==> src/rtl/raw_bus_bank_pkg.sv <==
// Shared constants for the raw operand bus bank and its per-channel FIFOs.
package raw_bus_bank_pkg;

  localparam int DATA_WIDTH_DEF = 8;
  localparam int RAW_BUS_CH_MAX = 8;
  localparam int DEPTH_DEF      = 4;

  // Occupancy counter width for a given depth (counts 0..depth inclusive).
  function automatic int cnt_width(input int depth);
    return $clog2(depth + 1);
  endfunction

endpackage

==> src/rtl/raw_bus_chan.sv <==
// One operand channel: DEPTH-entry FIFO with a hold register that keeps the
// last popped value visible while the channel is empty.
module raw_bus_chan
  import raw_bus_bank_pkg::*;
#(
  parameter int DATA_WIDTH = DATA_WIDTH_DEF,
  parameter int DEPTH      = DEPTH_DEF,
  parameter int CNT_W      = cnt_width(DEPTH)
) (
  input  logic                  clk,
  input  logic                  rst_n,
  input  logic                  wr_en,
  input  logic [DATA_WIDTH-1:0] wr_data,
  input  logic                  rd_en,
  input  logic                  flush,
  output logic [DATA_WIDTH-1:0] data,
  output logic                  valid,
  output logic                  full,
  output logic [CNT_W-1:0]      count,
  output logic                  ovf
);

  localparam int PTR_W = $clog2(DEPTH);

  logic [DATA_WIDTH-1:0] mem [DEPTH];
  logic [PTR_W-1:0]      rd_ptr;
  logic [PTR_W-1:0]      wr_ptr;
  logic [CNT_W-1:0]      cnt;
  logic [DATA_WIDTH-1:0] hold;
  logic                  ovf_q;
  logic                  pop_ok;
  logic                  push_ok;
  logic                  push_drop;

  assign valid = (cnt != '0);
  assign full  = (cnt == CNT_W'(DEPTH));
  assign count = cnt;
  assign ovf   = ovf_q;
  assign data  = valid ? mem[rd_ptr] : hold;

  // A pop frees the slot the simultaneous push needs, so full+pop still accepts.
  assign pop_ok    = !flush && rd_en && valid;
  assign push_ok   = !flush && wr_en && (!full || pop_ok);
  assign push_drop = !flush && wr_en && full && !pop_ok;

  always_ff @(posedge clk) begin
    if (!rst_n) begin
      rd_ptr <= '0;
      wr_ptr <= '0;
      cnt    <= '0;
      hold   <= '0;
      ovf_q  <= 1'b0;
    end else if (flush) begin
      rd_ptr <= '0;
      wr_ptr <= '0;
      cnt    <= '0;
      hold   <= '0;
      ovf_q  <= 1'b0;
    end else begin
      if (pop_ok) begin
        hold   <= mem[rd_ptr];
        rd_ptr <= rd_ptr + PTR_W'(1);
      end
      if (push_ok) begin
        wr_ptr <= wr_ptr + PTR_W'(1);
      end
      if (push_drop) begin
        ovf_q <= 1'b1;
      end
      case ({push_ok, pop_ok})
        2'b10:   cnt <= cnt + CNT_W'(1);
        2'b01:   cnt <= cnt - CNT_W'(1);
        default: cnt <= cnt;
      endcase
    end
  end

  // Storage is deliberately left out of reset.
  always_ff @(posedge clk) begin
    if (rst_n && push_ok) begin
      mem[wr_ptr] <= wr_data;
    end
  end

endmodule

==> src/rtl/raw_bus_bank.sv <==
// Bank of NUM_CH independent operand FIFOs sharing one write-data bus;
// per-channel outputs are packed onto flat vectors, channel k at slice k.
module raw_bus_bank
  import raw_bus_bank_pkg::*;
#(
  parameter int DATA_WIDTH = DATA_WIDTH_DEF,
  parameter int NUM_CH     = 2,
  parameter int DEPTH      = DEPTH_DEF,
  parameter int CNT_W      = $clog2(DEPTH + 1)
) (
  input  logic                         clk,
  input  logic                         rst_n,
  input  logic [NUM_CH-1:0]            i_wr_en,
  input  logic [DATA_WIDTH-1:0]        i_data,
  input  logic [NUM_CH-1:0]            i_rd_en,
  input  logic [NUM_CH-1:0]            i_flush,
  output logic [NUM_CH*DATA_WIDTH-1:0] o_data,
  output logic [NUM_CH-1:0]            o_valid,
  output logic [NUM_CH-1:0]            o_full,
  output logic [NUM_CH*CNT_W-1:0]      o_count,
  output logic [NUM_CH-1:0]            o_ovf
);

  for (genvar k = 0; k < NUM_CH; k++) begin : g_ch
    raw_bus_chan #(
      .DATA_WIDTH (DATA_WIDTH),
      .DEPTH      (DEPTH),
      .CNT_W      (CNT_W)
    ) u_chan (
      .clk     (clk),
      .rst_n   (rst_n),
      .wr_en   (i_wr_en[k]),
      .wr_data (i_data),
      .rd_en   (i_rd_en[k]),
      .flush   (i_flush[k]),
      .data    (o_data[k*DATA_WIDTH +: DATA_WIDTH]),
      .valid   (o_valid[k]),
      .full    (o_full[k]),
      .count   (o_count[k*CNT_W +: CNT_W]),
      .ovf     (o_ovf[k])
    );
  end

endmodule

==> config.mk <==
export PLATFORM = sky130hd
export DESIGN_NAME = raw_bus_bank
export DESIGN_NICKNAME = d
export VERILOG_FILES = /design/src/rtl/raw_bus_bank_pkg.sv /design/src/rtl/raw_bus_chan.sv /design/src/rtl/raw_bus_bank.sv
export SDC_FILE = /design/constraint.sdc
export NUM_CORES = 1
export LEC_CHECK = 0
export ABC_AREA = 0
export CAP_MARGIN = 20
export CORE_ASPECT_RATIO = 2
export CORE_UTILIZATION = 60
export CTS_CLUSTER_SIZE = 8
export DETAILED_ROUTE_END_ITERATION = 10
export GPL_TIMING_DRIVEN = 0
export PLACE_DENSITY = 0.84
export SETUP_SLACK_MARGIN = 0.1
export SYNTH_ARGS = -nofsm -noshare
export SYNTH_HDL_FRONTEND = slang
export SYNTH_SLANG_ARGS = --single-unit
==> constraint.sdc <==
create_clock -name clk -period 6.3 [get_ports clk]
set_clock_uncertainty 0.1 [all_clocks]
set_input_delay 1.26 -clock clk [delete_from_list [all_inputs] [get_ports clk]]
set_output_delay 1.26 -clock clk [all_outputs]
set_load 0.01 [all_outputs]
==> qor.yml <==
worst_setup_path:
  reg2reg_depth: 9
  crit-reg2reg-capture: "g_ch[0].u_chan.count[2]$_SDFFE_PP0P_"
  cp.depth: 4
  r2r_setup_slack_ns: 3.81
  cp.required_ns: 4.94
  crit_path_cell_trace: "buf_2 -> mux4_2 -> mux2_2 -> clkdlybuf4s50_1"
  critical_path_class: "flip-flop to primary output"
  rr_startpoint: "g_ch[0].u_chan.count[0]$_SDFFE_PP0P_"
  crit_family: "multiplexers"
  critPathSlowestCell: "mux4_2"
  start_kind: "flip-flop"
  slowest_delay_ns: 0.56
  path_buf_inv: 2
  crit_end: "o_data[10]"
  arrival_ns: 2.27
  crit_fanout: 8
  end_kind: "primary output"
logic_synthesis:
  synth_cell_types: 39
  avgSynthCellArea_um2: 14.7
  synth_adder_area_share_pct: 3.64
  ys_ff_latch: 100
  synth_compound_area_share_pct: 3.14
  mappedNetlistArea_mm2: 0.00419
  ys_seq_area_share_pct: 63.1
  synth_nets: 312
  yosys.area_share.simple_pct: 8.81
  synth_top_family_by_area: "multiplexers"
  yosysWarningCount: 0
  ys.flop_type: "edfxtp_1"
  synthArstFlopShare_pct: 0
  synthesis.instances: 285
  synth_xor_xnor_area_share_pct: 2.09
  synth_mux_area_share_pct: 15.6
  synth-edff-count: 64
finish:
  area_growth_pct: 19.0
  nets: 366
  layout_common_cells: "edfxtp_1, clkdlybuf4s50_1, dfxtp_1, nor2_1, nand2_1"
  multi_input_area_mm2: 0.00139
  instances_no_fill: 432
  seq_area_mm2: 0.00264
  drive_gt1_share_pct: 18.6
  fillerInstances: 427
  diodes: 0
  layout_commonest_cell: "edfxtp_1"
  fin_area_mm2: 0.00498
floorplanning:
  ioPinCount: 44
  rows: 42
  start_util_pct: 62.8
  die_w_um: 61.1
  die_y_um: 120
  dieArea_mm2: 0.00734
  core_mm2: 0.00667
sta:
  finalCritPeriodShare_pct: 57.6
  fin_worst_hold_slack_ns: 0.357
  setup_violations: 0
  rsz0062_at_grt: "no"
  fmax_mhz: 276
  maxSlewViolCount: 0
  period_needed_ns: 3.63
  tns_ns: 0
  worst_pin_slew_ns: 0.536
  slew-limit-headroom_pct: 64.1
  hold_violations: 0
clock_tree:
  cts_tree: "built"
  hold_buffers: 0
  cts_setup_buffers: 0
  cts_resized: 0
  cts_max_level: 3
  clockBufferDepth: 2
  numCtsBuffers: 9
  clk_latency_ns: 0.34
  clk_pin_slew_worst_paths_ns: 0.06
  cts_root_buf: "clkbuf_16"
  cts.sinks: 100
detailed_routing:
  antenna_left: 0
  firstDrtPassIters: 4
  wl_per_cell_um: 17.0
  num_vias: 2339
  wl_um: 7350
  drc_errors: 0
  drt-initial-drc-count: 77
  viasPerCell: 5.41
hold_path:
  holdCritStartpoint: "g_ch[1].u_chan.hold[5]$_SDFFE_PP0P_"
  hp-class: "flip-flop to flip-flop"
placed_design:
  dp.cells: 416
  dpl-instance-area_mm2: 0.00473
  gp_congestion: 0.774
  dp_hpwl_um: 5040
  portBuffers: 43
global_routing:
  antenna_found_initial: 0
  globalRouteOverflowTotal: 0
  gr-usage-all-layers_pct: 23.1
  grt_max_degree: 15
  grt_pass1_wl_um: 11500
  grt_pass1_vias: 2376
power:
  leakage_nw: 1.69
  peakVddDrop_uv: 270
  p_per_area_mw_per_mm2: 253
job:
  cap_violations: 0
outcome:
  status: "complete, no violations"
==> per-stage QoR <==
| stage | utilization, % | total power (W) | setup WS (ns) |
|---|---|---|---|
| finish | 74.7 | 0.00126 | 2.67 |
| detailed placement | 70.9 | 0.000799 | 2.39 |
| global placement | 70.9 | 0.000797 | 2.41 |
| CTS | 74.7 | 0.00127 | 2.64 |
| floorplan | - | 0.000761 | 3.14 |
| global route | 74.7 | 0.00130 | 2.56 |
==> registers in the layout, indices dropped and copies added, names as in the netlist, named ones only <==
name and cells:
g_ch.u_chan.hold 16, g_ch.u_chan.wr_ptr 4, g_ch.u_chan.mem 64, g_ch.u_chan.count 6
g_ch.u_chan.ovf 2, g_ch.u_chan.rd_ptr 4
==> cell families (layout without fill, tap and decap cells) <==
family,after synthesis,after routing
AO/OA/AOI/OAI,18,18
multiplexers,43,43
XOR/XNOR,10,10
AND/OR/NAND/NOR,72,72
flip-flops,100,100
buffers and inverters,31,90
adder cells (fa/ha/maj),11,11
==> report_power, final <==
group	internal [W]	leakage, nW	total (W)	switching, W
combinational	0.0000396	0.696	0.0000795	0.0000399
sequential	0.000703	0.869	0.000706	0.00000315
clock	0.000265	0.121	0.000474	0.000209
total	0.00101	1.69	0.00126	0.000252
==> layout make-up <==
type | count | share of cell area, %
Sequential cell | 100 | 53.0
Multi-Input combinational cell | 154 | 27.9
Timing Repair Buffer | 43 | 8.64
Clock buffer | 13 | 4.82
Tap cell | 88 | 2.21
Buffer | 19 | 2.18
Inverter | 12 | 0.904
Clock inverter | 3 | 0.276
==> worst min-delay path: cells and delay by family, from the launching register on <==
| kind | cells | cell delay, ns |
|---|---|---|
| flip-flops | 1 | 0.31 |
| AO/OA/AOI/OAI | 1 | 0.05 |
| AND/OR/NAND/NOR | 1 | 0.05 |
==> layer usage <==
| layer | routed length [µm] | share of wire [%] | up-vias | track usage (%) |
|---|---|---|---|---|
| li1 | - | - | 1139 | - |
| met3 | 233 | 3.2 | 14 | 4.63 |
| met4 | 225 | 3.1 | 0 | 14.2 |
| met5 | 0 | 0 | - | 0 |
| met2 | 4090 | 56 | 53 | 38.2 |
| met1 | 2800 | 38 | 1133 | 26.1 |
==> cells in the mapped netlist, types with 2 or more instances <==
master	instances	share of area, %
nor3b_2	2	0.60
nor2_1	29	2.6
xor2_1	3	0.63
clkbuf_1	4	0.36
xnor2_1	7	1.5
mux4_2	16	8.6
mux2_2	16	4.3
edfxtp_1	64	46
a21oi_1	12	1.4
nand2b_1	3	0.45
and3_1	9	1.3
ha_1	9	2.7
inv_1	12	1.1
mux2i_1	10	2.4
nand2_1	17	1.5
nor3_1	2	0.24
dfxtp_1	36	17
buf_4	6	1.1
fa_1	2	0.96
buf_1	2	0.18
buf_2	6	0.72
==> worst min-delay path by stage <==
| stage | slack, ns | cells after the start | end |
|---|---|---|---|
| floorplan | 0.33 | 2 | g_ch[1].u_chan.hold[0]$_SDFFE_PP0P_ |
| global placement | 0.34 | 2 | g_ch[1].u_chan.hold[4]$_SDFFE_PP0P_ |
| detailed placement | 0.35 | 2 | g_ch[1].u_chan.hold[7]$_SDFFE_PP0P_ |
| CTS | 0.36 | 2 | g_ch[1].u_chan.hold[7]$_SDFFE_PP0P_ |
| global route | 0.38 | 2 | g_ch[1].u_chan.hold[6]$_SDFFE_PP0P_ |
| finish | 0.36 | 2 | g_ch[1].u_chan.hold[5]$_SDFFE_PP0P_ |
Note: power is estimated with default switching activity, not from simulation.
